`src/rtl/adc_dc_cal_if.sv`:
```
// Sample/control bundle between the ADC input latch, the DC calibrator and
// the delta-sigma sub-top.
interface adc_dc_cal_if #(
    parameter int W = 16
);
    logic         cal_start;
    logic         bypass;
    logic [W-1:0] din1;
    logic [W-1:0] din2;
    logic [W-1:0] dout1;
    logic [W-1:0] dout2;
    logic [W-1:0] off1;
    logic [W-1:0] off2;
    logic         cal_busy;
    logic         cal_done;

    modport master (
        output cal_start, bypass, din1, din2,
        input  dout1, dout2, off1, off2, cal_busy, cal_done
    );

    modport slave (
        input  cal_start, bypass, din1, din2,
        output dout1, dout2, off1, off2, cal_busy, cal_done
    );
endinterface

```
`src/rtl/adc_dc_cal.sv`:
```
// DC-offset calibration for two signed ADC channels: averages 2^LOG2N samples
// after a settle window, then subtracts the averages (saturating) from the live streams.
module adc_dc_cal #(
    parameter int W        = 16,
    parameter int LOG2N    = 10,
    parameter int SETTLE   = 64,
    parameter bit AUTO_CAL = 1'b1
) (
    input  logic        clk,
    input  logic        rst,
    adc_dc_cal_if.slave bus
);
    typedef enum logic [1:0] {
        ST_IDLE   = 2'd0,
        ST_SETTLE = 2'd1,
        ST_ACCUM  = 2'd2,
        ST_UPDATE = 2'd3
    } state_t;

    localparam int AW = W + LOG2N;
    localparam int CW = (($clog2(SETTLE) > LOG2N) ? $clog2(SETTLE) : LOG2N) + 1;
    localparam logic [CW-1:0] SETTLE_LOAD = CW'(SETTLE - 1);
    localparam logic [CW-1:0] ACCUM_LOAD  = CW'((1 << LOG2N) - 1);
    localparam logic [CW-1:0] CNT_ZERO    = {CW{1'b0}};
    localparam logic [CW-1:0] CNT_ONE     = {{(CW-1){1'b0}}, 1'b1};

    state_t          state_r;
    state_t          state_next_s;
    logic [CW-1:0]   cnt_r;
    logic [CW-1:0]   cnt_next_s;
    logic [AW-1:0]   acc1_r;
    logic [AW-1:0]   acc2_r;
    logic [W-1:0]    off1_r;
    logic [W-1:0]    off2_r;
    logic [W-1:0]    dout1_r;
    logic [W-1:0]    dout2_r;
    logic            cal_busy_r;
    logic            cal_done_r;
    logic            auto_pend_r;
    logic            acc_clr_s;
    logic            acc_en_s;
    logic            load_s;

    // Saturating a - b, computed one bit wider so the overflow is visible.
    function automatic logic [W-1:0] sat_sub(input logic [W-1:0] a, input logic [W-1:0] b);
        logic [W:0] d;
        d = {a[W-1], a} - {b[W-1], b};
        if (d[W] != d[W-1]) begin
            sat_sub = d[W] ? {1'b1, {(W-1){1'b0}}} : {1'b0, {(W-1){1'b1}}};
        end else begin
            sat_sub = d[W-1:0];
        end
    endfunction

    // Calibration sequencer state register.
    always_ff @(posedge clk or posedge rst) begin
        if (rst) begin
            state_r <= ST_IDLE;
        end else begin
            state_r <= state_next_s;
        end
    end

    // Next-state, window counter and datapath strobes.
    always_comb begin
        state_next_s = state_r;
        cnt_next_s   = cnt_r;
        acc_clr_s    = 1'b0;
        acc_en_s     = 1'b0;
        load_s       = 1'b0;
        case (state_r)
            ST_IDLE: begin
                if (bus.cal_start || auto_pend_r) begin
                    state_next_s = ST_SETTLE;
                    cnt_next_s   = SETTLE_LOAD;
                    acc_clr_s    = 1'b1;
                end else begin
                    state_next_s = ST_IDLE;
                end
            end
            ST_SETTLE: begin
                if (cnt_r == CNT_ZERO) begin
                    state_next_s = ST_ACCUM;
                    cnt_next_s   = ACCUM_LOAD;
                end else begin
                    cnt_next_s   = cnt_r - CNT_ONE;
                end
            end
            ST_ACCUM: begin
                acc_en_s = 1'b1;
                if (cnt_r == CNT_ZERO) begin
                    state_next_s = ST_UPDATE;
                end else begin
                    cnt_next_s   = cnt_r - CNT_ONE;
                end
            end
            ST_UPDATE: begin
                load_s       = 1'b1;
                state_next_s = ST_IDLE;
            end
            default: begin
                state_next_s = ST_IDLE;
            end
        endcase
    end

    // Counter, status flags and the one-shot auto-start flag re-armed only by reset.
    always_ff @(posedge clk or posedge rst) begin
        if (rst) begin
            cnt_r       <= CNT_ZERO;
            cal_busy_r  <= 1'b0;
            cal_done_r  <= 1'b0;
            auto_pend_r <= AUTO_CAL;
        end else begin
            cnt_r       <= cnt_next_s;
            cal_busy_r  <= (state_next_s != ST_IDLE);
            cal_done_r  <= load_s;
            auto_pend_r <= 1'b0;
        end
    end

    // Sign-extended accumulators; wide enough that 2^LOG2N samples never overflow.
    always_ff @(posedge clk or posedge rst) begin
        if (rst) begin
            acc1_r <= {AW{1'b0}};
            acc2_r <= {AW{1'b0}};
        end else if (acc_clr_s) begin
            acc1_r <= {AW{1'b0}};
            acc2_r <= {AW{1'b0}};
        end else if (acc_en_s) begin
            acc1_r <= acc1_r + {{LOG2N{bus.din1[W-1]}}, bus.din1};
            acc2_r <= acc2_r + {{LOG2N{bus.din2[W-1]}}, bus.din2};
        end
    end

    // Taking the upper W bits is the arithmetic shift by LOG2N (floor average).
    always_ff @(posedge clk or posedge rst) begin
        if (rst) begin
            off1_r <= {W{1'b0}};
            off2_r <= {W{1'b0}};
        end else if (load_s) begin
            off1_r <= acc1_r[AW-1:LOG2N];
            off2_r <= acc2_r[AW-1:LOG2N];
        end
    end

    // Live correction path, active in every state with the offsets currently held.
    always_ff @(posedge clk or posedge rst) begin
        if (rst) begin
            dout1_r <= {W{1'b0}};
            dout2_r <= {W{1'b0}};
        end else begin
            dout1_r <= bus.bypass ? bus.din1 : sat_sub(bus.din1, off1_r);
            dout2_r <= bus.bypass ? bus.din2 : sat_sub(bus.din2, off2_r);
        end
    end

    assign bus.dout1    = dout1_r;
    assign bus.dout2    = dout2_r;
    assign bus.off1     = off1_r;
    assign bus.off2     = off2_r;
    assign bus.cal_busy = cal_busy_r;
    assign bus.cal_done = cal_done_r;
endmodule

```
`src/flat_wrapper.sv`:
```
// flat-port wrapper written by rule: the top's interface ports become plain ports
module adc_dc_cal_flat 
#(
    parameter int W        = 16,
    parameter int LOG2N    = 10,
    parameter int SETTLE   = 64,
    parameter bit AUTO_CAL = 1'b1
)
  (clk, rst, bus_cal_start, bus_bypass, bus_din1, bus_din2, bus_dout1, bus_dout2, bus_off1, bus_off2, bus_cal_busy, bus_cal_done);
  adc_dc_cal_if #(.W(W)) bus_i ();
  input  logic clk;
  input  logic rst;
  input wire logic [$bits(bus_i.cal_start)-1:0] bus_cal_start;
  input wire logic [$bits(bus_i.bypass)-1:0] bus_bypass;
  input wire logic [$bits(bus_i.din1)-1:0] bus_din1;
  input wire logic [$bits(bus_i.din2)-1:0] bus_din2;
  output wire logic [$bits(bus_i.dout1)-1:0] bus_dout1;
  output wire logic [$bits(bus_i.dout2)-1:0] bus_dout2;
  output wire logic [$bits(bus_i.off1)-1:0] bus_off1;
  output wire logic [$bits(bus_i.off2)-1:0] bus_off2;
  output wire logic [$bits(bus_i.cal_busy)-1:0] bus_cal_busy;
  output wire logic [$bits(bus_i.cal_done)-1:0] bus_cal_done;
  assign bus_i.cal_start = bus_cal_start;
  assign bus_i.bypass = bus_bypass;
  assign bus_i.din1 = bus_din1;
  assign bus_i.din2 = bus_din2;
  assign bus_dout1 = bus_i.dout1;
  assign bus_dout2 = bus_i.dout2;
  assign bus_off1 = bus_i.off1;
  assign bus_off2 = bus_i.off2;
  assign bus_cal_busy = bus_i.cal_busy;
  assign bus_cal_done = bus_i.cal_done;
  adc_dc_cal #(.W(W), .LOG2N(LOG2N), .SETTLE(SETTLE), .AUTO_CAL(AUTO_CAL)) u_core (.clk(clk), .rst(rst), .bus(bus_i));
endmodule
```
`config.mk`:
```
export PLATFORM = sky130hd
export DESIGN_NAME = adc_dc_cal_flat
export DESIGN_NICKNAME = d
export VERILOG_FILES = /design/src/rtl/adc_dc_cal_if.sv /design/src/rtl/adc_dc_cal.sv /design/src/flat_wrapper.sv
export SDC_FILE = /design/constraint.sdc
export NUM_CORES = 1
export LEC_CHECK = 0
export CAP_MARGIN = 20
export CORE_MARGIN = 2
export CORE_UTILIZATION = 35
export CTS_CLUSTER_SIZE = 12
export DETAILED_ROUTE_END_ITERATION = 8
export GPL_TIMING_DRIVEN = 0
export PLACE_DENSITY_LB_ADDON = 0.3
export RECOVER_POWER = 50
export REMOVE_ABC_BUFFERS = 1
export SYNTH_ARGS = -nofsm -noshare
export SYNTH_HDL_FRONTEND = slang
export SYNTH_SLANG_ARGS = --single-unit
```
`constraint.sdc`:
```
create_clock -name clk -period 8.75 [get_ports clk]
set_input_delay 1.75 -clock clk [delete_from_list [all_inputs] [get_ports clk]]
set_output_delay 1.75 -clock clk [all_outputs]
set_load 0.01 [all_outputs]
```
==> impl_metrics.yaml, run 1 <==
status:
  status: "complete, but fails checks"
  violations: "capacitance limit, slew limit"
critical_path:
  cp_top_family: "compound AO/OA/AOI/OAI gates"
  critPathMaxFanout: 17
  required_ns: 8.98
  start_kind: "input pin"
  critical_path.cell_chain: "clkdlybuf4s50_1 -> inv_1 -> ha_1 -> inv_1 -> fa_1 -> a21o_1 -> a211oi_1 -> o21ai_1 -> o311ai_2 -> o21ai_1 -> a311oi_1 -> a211oi_2 -> buf_4 -> a21oi_1 -> a21oi_1"
  crit_path_end_kind: "flip-flop"
  cpPeakStageDelay_ns: 0.54
  arrival_ns: 5.54
  worst-setup-path-type: "in2reg"
  crit_slowest_cell: "a21oi_1"
  timing.critical_path.buf_inv: 4
  reg2reg_slack_ns: 4.88
grt:
  gr-total-overflow: 0
  grt_pass1_vias: 7403
  antenna_found_initial: 0
  grt_start_max_net_pins: 88
  track_usage: 0.171
  grt_pass1_wl_um: 38700
synth:
  netlist_area_mm2: 0.00927
  postSynthCellCount: 1044
  ys_types: 70
  synth_top_area_cell: "dfrtp_1"
  synthTopCellsByArea: "dfrtp_1 35%, ha_1 12%, o21ai_0 5.4%"
  synth_top_area_share: 0.354
  ys_warn_count: 0
  async_flop_share: 1.00
  synth-seq-cells: 132
  synth-edff-count: 0
  synth_seq_area_share: 0.357
  synth_top_flop_cell: "dfrtp_1"
  syn_avg_cell_area_um2: 8.88
sta:
  hold_viol: 0
  setup_viol_count_final: 0
  holdWs_ns: 0.509
  slew_viol_final: 84
  fmax_ghz: 0.188
  rsz0062_at_grt: "no"
  period_share: 0.606
  fin_crit_ns: 5.31
  worst_slew_pin_slew_ns: 2.12
  max-slew-margin-rel: -0.419
  fin_skew_ns: 0.0147
  finalSetupTns_ns: 0
clocking:
  postCtsSetupBuffers: 0
  cts_root_buffer: "clkbuf_16"
  cts.clk_slew.worst_paths_ns: 0.05
  cts_hold_repair.buffers: 0
  cts_buffer_depth: 2
  insertion_delay_ns: 0.43
  cts_buffers: 17
  clock-sinks: 132
  htree_levels: 4
  cts_resized: 0
  cts_tree: "built"
placement:
  gp_congestion: 0.901
  placed_area_mm2: 0.0107
  dpl.hpwl_um: 16900
  port_buffers: 101
power_and_ir_drop:
  cellLeakagePower_nw: 4.88
  p_per_area_mw_per_mm2: 265
  total_power_w: 0.00296
  peakVddDrop_v: 0.000118
route:
  drtIter0Drc: 487
  via_per_inst: 5.32
  num_vias: 7886
  ant_nets: 0
  wire_per_inst_um: 15.6
  drtPass1Iterations: 4
  wl_um: 23200
  drc: 0
final_layout:
  synthToLayoutAreaGrowth_pct: 20.8
  diodes: 0
  fin_area_mm2: 0.0112
  final_core_util: 0.430
  layout_commonest_cell: "dfrtp_1"
  finalNetCount: 1266
  final_cell_mix: "131 x dfrtp_1, 100 x o21ai_0, 99 x clkdlybuf4s50_1, 96 x nor2_1, 93 x a21oi_1"
  layout-drive-gt1-share: 0.0462
floorplan:
  die_x_um: 167
  start_util: 0.356
  fp.dieH_um: 167
  rows: 59
  core_area_mm2: 0.0261
  die-area_mm2: 0.0278
  ios: 102
hold_path:
  hold_class: "reg2reg"
run:
  drv_cap: 2
## metrics by stage
step,cells,setup WS (ns)
after detailed placement,1453,3.08
after global placement,1447,1.31
after CTS,1483,3.49
after global routing,1483,3.17
final,1483,3.44
after floorplan,1011,3.48
## sequential cells by signal (all words and copies together) (netlist names)
signal and count:
u_core.bus.cal_done 1, u_core.bus.dout1 16, u_core.bus.off2 16, u_core.cnt_r 11, u_core.acc2_r 26, u_core.bus.dout2 16, u_core.acc1_r 26, u_core.state_r 2
u_core.bus.off1 16, u_core.auto_pend_r 1, u_core.bus.cal_busy 1
## cell usage after synthesis, types with 8 or more instances
cell type,count
inv_1,56
xnor2_1,43
xor2_1,25
nor2_1,96
maj3_1,12
a21o_1,28
nor3_1,19
mux2i_1,27
a21oi_1,93
nor2b_1,20
o31ai_1,9
nand2_1,89
ha_1,89
o21ai_0,100
clkbuf_1,28
nand2b_1,12
a211oi_1,18
a22o_1,9
o21bai_1,10
dfrtp_1,131
nand3_1,12
o211ai_1,8
## cells by family after synthesis
family	synth area share
AOI/OAI and AO/OA	0.228
muxes	0.0340
adders and majority gates	0.142
buffers and inverters	0.0363
DFF	0.357
other	0.000405
xor gates and xnor gates	0.0660
and+or+nand+nor	0.137
## layer usage
layer / routed length, um / share of wire / up-vias / track usage
li1: - / - / 3940 / -
met1: 11400 / 0.49 / 3790 / 0.242
met2: 10600 / 0.46 / 135 / 0.266
met3: 825 / 0.036 / 21 / 0.0314
met4: 308 / 0.013 / 0 / 0.0487
met5: 0 / 0 / - / 0
## final timing paths
check                           cells past startpoint                              to                            from
worst max-delay path                               15  u_core.bus.dout2[13]$_DFF_PP0_                     bus_din2[0]
worst min-delay path                                1     u_core.cnt_r[8]$_DFFE_PP0P_     u_core.cnt_r[8]$_DFFE_PP0P_
worst max register to register                     13  u_core.bus.dout2[13]$_DFF_PP0_  u_core.bus.off2[0]$_DFFE_PP0P_
worst min register to register                      1     u_core.cnt_r[8]$_DFFE_PP0P_     u_core.cnt_r[8]$_DFFE_PP0P_
max in group asynchronous                           3    u_core.auto_pend_r$_DFF_PP1_                             rst
min in group asynchronous                           2  u_core.bus.off1[2]$_DFFE_PP0P_                             rst
## where the power goes
group          leakage (nW)  total, W  switching (W)  internal [W]
combinational          3.02   0.00142       0.000752      0.000668
clock                 0.263  0.000661       0.000261      0.000400
sequential             1.60  0.000884       0.000114      0.000770
total                  4.88   0.00296        0.00113       0.00184
## layout make-up
| class | instances | area, um2 |
|---|---|---|
| multi-input cells | 823 | 5650 |
| clock inverters | 6 | 55.1 |
| repair buffers | 107 | 1080 |
| inverters | 56 | 211 |
| fillers | 2552 | 14900 |
| clock buffers | 24 | 472 |
| well taps | 335 | 419 |
| flip-flops and latches | 132 | 3300 |
## worst reg2reg max path, stage by stage, from the launching register on
cell,delay [ns]
dfrtp_1,0.40
ha_1,0.20
inv_1,0.06
fa_1,0.40
a21o_1,0.19
a211oi_1,0.25
o21ai_1,0.17
o311ai_2,0.33
o21ai_1,0.17
a311oi_1,0.35
a211oi_2,0.14
buf_4,0.24
a21oi_1,0.55
a21oi_1,0.24
No activity file was read; power rests on OpenSTA's default activity.
==> run 2, diff against run 1 <==
clock period = 5.15 ns   (was 8.75 ns; I/O delays follow)
==> results of run 2 <==
Same layout as run 1 (identical final DEF). Status: complete, but fails checks: capacitance limit, slew limit.
Main changes from that run: setup slack after placement 3.08 ns -> 0.196 ns; setup slack after layout 3.44 ns -> 0.564 ns; register-to-register setup slack 4.88 ns -> 1.28 ns; total power 0.00296 W -> 0.00504 W; worst IR drop on VDD 0.000118 V -> 0.000200 V
